$ cat config.mk
export PLATFORM = sky130hd
export DESIGN_NAME = fft_output_serializer
export DESIGN_NICKNAME = d
export VERILOG_FILES = /design/src/rtl/fft_output_serializer.sv
export SDC_FILE = /design/constraint.sdc
export NUM_CORES = 1
export LEC_CHECK = 0
export CORE_MARGIN = 2
export CORE_UTILIZATION = 56
export CTS_BUF_LIST = sky130_fd_sc_hd__clkbuf_8 sky130_fd_sc_hd__clkbuf_16
export DETAILED_ROUTE_END_ITERATION = 7
export PLACE_DENSITY = 0.79
export REMOVE_ABC_BUFFERS = 1
export SLEW_MARGIN = 20
export SYNTH_ARGS = -nofsm -noshare
export SYNTH_HDL_FRONTEND = slang
export SYNTH_SLANG_ARGS = --single-unit
$ cat constraint.sdc
create_clock -name clk -period 5.1 [get_ports clk]
set_clock_uncertainty 0.15 [all_clocks]
set_input_delay 1.53 -clock clk [delete_from_list [all_inputs] [get_ports clk]]
set_output_delay 1.53 -clock clk [all_outputs]
set_load 0.01 [all_outputs]
$ cat src/rtl/fft_output_serializer.sv
// Pair-to-sample serializer: buffers two-sample beats in a small FIFO and
// re-emits them one sample per beat with frame index, last flag and sticky overflow.
module fft_output_serializer #(
  parameter int N             = 32,
  parameter int word_size     = 16,
  parameter int address_width = $clog2(N),
  parameter int DEPTH         = 4,
  parameter int SLACK         = 2
) (
  input  logic                     clk,
  input  logic                     reset,
  input  logic                     en,
  input  logic                     flush,
  input  logic                     i_pair_valid,
  input  logic [word_size*2-1:0]   i_sample1,
  input  logic [word_size*2-1:0]   i_sample2,
  output logic                     o_pair_ready,
  output logic                     o_valid,
  output logic [word_size*2-1:0]   o_sample,
  input  logic                     i_ready,
  output logic [address_width-1:0] o_index,
  output logic                     o_last,
  output logic                     o_overflow
);

  localparam int SW = word_size * 2;
  localparam int PW = $clog2(DEPTH);
  localparam int CW = PW + 1;
  localparam logic [CW-1:0] FULL = CW'(DEPTH);
  localparam logic [CW-1:0] RESERVE = CW'(SLACK);
  localparam logic [address_width-1:0] LAST_IDX = address_width'(N - 1);

  typedef enum logic {SAMPLE1 = 1'b0, SAMPLE2 = 1'b1} phase_t;

  logic [SW-1:0]            mem_lo [DEPTH];
  logic [SW-1:0]            mem_hi [DEPTH];
  logic [PW-1:0]            wr_ptr;
  logic [PW-1:0]            rd_ptr;
  logic [CW-1:0]            count;
  phase_t                   phase;
  logic [address_width-1:0] index;
  logic                     overflow;

  logic full;
  logic push;
  logic fire;
  logic pop;

  assign full  = (count == FULL);
  assign push  = en & i_pair_valid & ~full;
  assign fire  = o_valid & i_ready;
  assign pop   = fire & (phase == SAMPLE2);

  assign o_valid      = en & (count != '0);
  assign o_pair_ready = en & ~reset & ~flush & ((FULL - count) > RESERVE);
  assign o_sample     = (phase == SAMPLE2) ? mem_hi[rd_ptr] : mem_lo[rd_ptr];
  assign o_index      = index;
  assign o_last       = o_valid & (index == LAST_IDX);
  assign o_overflow   = overflow;

  // Storage needs no reset: a slot is only read after being written.
  always_ff @(posedge clk) begin
    if (push) begin
      mem_lo[wr_ptr] <= i_sample1;
      mem_hi[wr_ptr] <= i_sample2;
    end
  end

  always_ff @(posedge clk) begin
    if (reset || flush) begin
      wr_ptr   <= '0;
      rd_ptr   <= '0;
      count    <= '0;
      phase    <= SAMPLE1;
      index    <= '0;
      overflow <= 1'b0;
    end else if (en) begin
      if (push) wr_ptr <= wr_ptr + 1'b1;
      if (pop)  rd_ptr <= rd_ptr + 1'b1;
      if (push && !pop)
        count <= count + 1'b1;
      else if (pop && !push)
        count <= count - 1'b1;
      // A pair arriving at a full FIFO is dropped, even if a pop frees space this cycle.
      if (i_pair_valid && full) overflow <= 1'b1;
      if (fire) begin
        phase <= (phase == SAMPLE1) ? SAMPLE2 : SAMPLE1;
        index <= (index == LAST_IDX) ? '0 : index + 1'b1;
      end
    end
  end

endmodule

### Word-level counts from Yosys, hierarchy flattened

Memories as Yosys holds them, arrays and structs flattened. A register that Yosys moved wholly into a read port is not among the register bits.
Cells that the tools add are included.

* RAM bits: 256
* bits of input ports: 70
* word-level logic and storage cells: 53
* output and inout port bits: 41
* memories kept: 2
* register bits after elaboration: 14

* equality and inequality tests: 2
* reductions and logical operators: 13
* $add $sub $neg: 6
* magnitude comparators: 1
* bitwise logic cells: 12
* mux-type cells: 11

Memory list
* mem_hi: depth 4, width 32, rd ports 1, clocked after Yosys merged registers in 1, wr ports 1, RTL line 36 `logic [SW-1:0] mem_hi [DEPTH];`
* mem_lo: depth 4, width 32, rd ports 1, clocked after Yosys merged registers in 1, wr ports 1, RTL line 35 `logic [SW-1:0] mem_lo [DEPTH];`

Operators with widths (number)
* two-way mux 32 bit: 1
* AND reduction 2 bit: 5
* AND 1 bit: 9
* two-way mux 2 bit: 4
* two-way mux 3 bit: 2
* adder 5 x 1 -> 5 bit, second input constant: 1
* == test 5 bit, second input constant: 1
* two-way mux 5 bit: 1
* adder 2 x 1 -> 2 bit, second input constant: 2
* adder 3 x 1 -> 3 bit, second input constant: 1
* == test 3 bit, second input constant: 1
* > comparator 3 x 2 -> 1 bit, second input constant: 1
* logical AND 1 bit: 3
* two-way mux 1 bit: 3
* inverter 1 bit: 3
* nonzero test 3 bit: 1
* subtractor 3 x 1 -> 3 bit, second input constant: 1
* subtractor 3 bit, first input constant: 1
* logical NOT 1 bit: 2
* nonzero test 2 bit: 1
* logical OR 1 bit: 1

### Logic depth before layout (Yosys ltp)

* depth in word-level cells: 8
* gate-level depth with buffers: 11
* gate-level depth less buffers: 10

### Worst setup path before layout

OpenSTA, ideal clock, no wires.

* path kind: in2reg
* from: in i_pair_valid
* to: mem mem_hi[0][0] (netlist bit), enable pin
* buffers on the path: 1
* path slack: 1072 ps
* data arrival time: 3449 ps
* stages on the path: 3
* cell sequence: and3b_1 -> clkbuf_1 -> and2_1

* cells in the longest elaborated chain, start to end: 4

RTL lines
* from (decl): RTL line 14 `input logic i_pair_valid,`
* AND 1 bit (2 in a row): RTL line 50 `assign push = en & i_pair_valid & ~full;`
* two-way mux 1 bit: RTL line 63 `if (push) begin`
* two-way mux 1 bit (implied by the code): RTL line 65 `mem_hi[wr_ptr] <= i_sample2;`
* to (decl): RTL line 36

No other way between the ends.

### Final worst setup path

* from: in reset
* to: out o_pair_ready

* cells in the longest elaborated chain, start to end: 4

RTL lines
* from (decl): RTL line 11 `input logic reset,`
* inverter 1 bit: RTL line 55 `assign o_pair_ready = en & ~reset & ~flush & ((FULL - count) > RESERVE);`
* AND 1 bit (3 in a row): RTL line 55
* to (decl): RTL line 17 `output logic o_pair_ready,`

No other way between the ends.

==> impl_metrics.env <==
export IMPL_status="complete, no violations"
export IMPL_utilization=0.695
export IMPL_period_share=0.921
export IMPL_async_flop_share=0
export IMPL_yosysUniqueCellTypes=34
export IMPL_place_area_um2=12100
export IMPL_max_freq_mhz=213
export IMPL_clock_sinks=272
export IMPL_ios=111
export IMPL_dp_slack_ns=0.416
export IMPL_dr_pass1_iters=5
export IMPL_die_w_um=142
export IMPL_yosys_top_cells_area="edfxtp_1, mux4_1, mux2_2"
export IMPL_finalHoldViolCount=0
export IMPL_worstPathBufferInverterCount=2
export IMPL_die_area_um2=20200
export IMPL_worst_path_max_fanout=2
export IMPL_nNetsFinal=673
export IMPL_clockRootBuffer="clkbuf_16"
export IMPL_wl_met1_um=7230
export IMPL_hold_class="reg -> reg"
export IMPL_hpwlAfterDp_um=10700
export IMPL_setup_viol=0
export IMPL_start_util=0.571
export IMPL_syn_area_per_cell_um2=23.0
export IMPL_ys_dominant_reg_cell="edfxtp_1"
export IMPL_wl_per_cell_um=21.6
export IMPL_cts_hold_buffers=0
export IMPL_multi_input_area_um2=2510
export IMPL_crit_type="in -> out"
export IMPL_tightest_slew_ns=0.986
export IMPL_avgViaCountPerCell=5.75
export IMPL_worstPathArrival_ns=3.01
export IMPL_ir_drop_mv=0.261
export IMPL_htree_levels=1
export IMPL_cts_setup_buffers=0
export IMPL_cts_buffer_depth=3
export IMPL_drt_iter0_markers=265
export IMPL_pwr_density_cell_nw_per_um2=360
export IMPL_cts_made_buffers=27
export IMPL_antenna_found_initial=0
export IMPL_totalWireLength_um=18300
export IMPL_tns_ns=0
export IMPL_cts_clk_slew_worst_paths_ns=0.06
export IMPL_end_kind="primary output"
export IMPL_layout_commonest_cell="edfxtp_1"
export IMPL_grt_pass1_vias=5382
export IMPL_rsz0062_at_grt="false"
export IMPL_yosysTopAreaCellShare=0.720
export IMPL_cap_viol_max_count=0
export IMPL_dr_wl_met2_um=9520
export IMPL_mappedNetlistArea_um2=10700
export IMPL_path_delay_family="buffers and inverters"
export IMPL_die_height_um=142
export IMPL_place_congestion=0.744
export IMPL_synth_edf_count=256
export IMPL_maxSlewViolCount=0
export IMPL_layout_min_cycle_time_ns=4.69
export IMPL_critPathMaxStageDelay_ns=0.57
export IMPL_ctsResizeCount=0
export IMPL_p_leak_nw=4.22
export IMPL_drcViolationCount=0
export IMPL_ys_warn_count=0
export IMPL_cp_required_ns=3.42
export IMPL_vias=4873
export IMPL_route_met3_wl_um=1310
export IMPL_syn_to_final_growth_pct=21.7
export IMPL_register_area_um2=8010
export IMPL_overflow=0
export IMPL_worst_setup_path_start_kind="input pin"
export IMPL_grt_pass1_wl_um=28500
export IMPL_relSlewSlack=0.343
export IMPL_synth_yosys_seq_area_share=0.750
export IMPL_grt_max_degree=65
export IMPL_clkLatencyLatePin_ns=0.52
export IMPL_crit_top_cell="clkdlybuf4s50_1"
export IMPL_port_buffers=110
export IMPL_crit_slowest_cell="clkdlybuf4s50_1"
export IMPL_ys_ff_latch=272
export IMPL_finalWorstSetupSlack_ns=0.405
export IMPL_drive_gt1_frac=0.163
export IMPL_worstPathCellList="clkdlybuf4s50_1 -> or2_2 -> a211oi_1 -> clkdlybuf4s50_1"
export IMPL_syn_inst=464
export IMPL_layout_common_cells="edfxtp_1, clkdlybuf4s50_1, mux4_1"
export IMPL_ant_nets=0
export IMPL_top_layer="met4"
export IMPL_rows=50
export IMPL_grt_use_total=0.186
export IMPL_core_area_um2=18700
export IMPL_fillers=1130
export IMPL_synth_largest_area_cell="edfxtp_1"
export IMPL_cts_tree="built"
export IMPL_final_cell_area_um2=13000
-- sequential cells by signal (all words and copies together) (netlist names), named ones only --
signal	cells
count	3
wr_ptr	2
rd_ptr	2
o_overflow	1
mem_lo	128
phase	1
mem_hi	128
o_index	5
-- final cells by class --
type	count	area share
antenna	1	0.000193
clock buffer	31	0.0588
clock inverter	19	0.0133
inverter	8	0.00231
multi-input combinational	163	0.193
sequential	272	0.617
tap	234	0.0225
timing repair buffer	119	0.0928
-- cell usage after synthesis, drive strengths merged (2+ instances only) --
library cell,count
and3b,2
nand3b,2
dfxtp,16
mux2,32
or3,2
a31oi,2
nand2,4
a21oi,6
nor2,11
inv,8
a211oi,2
buf,14
and2,5
xnor2,5
mux2i,2
ha,11
o21ai,3
edfxtp,256
clkbuf,7
mux4,64
-- path summary, 6_finish.rpt --
| path | end | startpoint | slack, ns | depth (start not counted) |
|---|---|---|---|---|
| worst max-delay path | o_pair_ready | reset | 0.41 | 4 |
| worst min-delay path | o_overflow | o_overflow | 0.35 | 2 |
| worst max register to register | count[2] | count[0] | 2.25 | 10 |
| worst min register to register | o_overflow | o_overflow | 0.35 | 2 |
-- cells by family after synthesis --
group / after synthesis / synth area share
compound gates: 14 / 0.00762
xor+xnor: 5 / 0.00410
fa+ha+maj: 12 / 0.0148
buf+inv: 29 / 0.0156
flops: 272 / 0.750
mux: 98 / 0.190
simple gates: 34 / 0.0177
-- layer usage --
| layer | vias to the layer above | GRT usage |
|---|---|---|
| li1 | 2239 | - |
| met1 | 2480 | 0.230 |
| met2 | 133 | 0.338 |
| met3 | 21 | 0.0407 |
| met4 | 0 | 0.0389 |
| met5 | - | 0 |
-- metrics by stage --
| stage | power (mW) | cells | hold slack [ns] |
|---|---|---|---|
| 3_5_place_dp | 2.71 | 796 | 0.315 |
| 4_1_cts | 4.72 | 846 | 0.343 |
| 2_1_floorplan | 2.59 | 443 | 0.309 |
| 6_report | 4.68 | 847 | 0.350 |
| 3_3_place_gp | 2.70 | 796 | 0.317 |
| 5_1_grt | 4.82 | 846 | 0.380 |
-- where the power goes --
group          total [mW]  leakage, nW  internal (mW)  switching [mW]
logic               0.181         1.29          0.105          0.0754
clock network        2.01        0.471           1.22           0.789
registers            2.48         2.46           2.48         0.00816
-- worst reg2reg max path, stage by stage (launching register included) --
cell and delay [ns]:
dfxtp_1 0.40, inv_1 0.09, ha_1 0.23, ha_1 0.20, and3b_1 0.42, ha_1 0.25, inv_1 0.06, fa_1 0.38
xnor2_1 0.23, a211oi_1 0.11, a31o_2 0.23
Power figures use the tool's default switching activity.
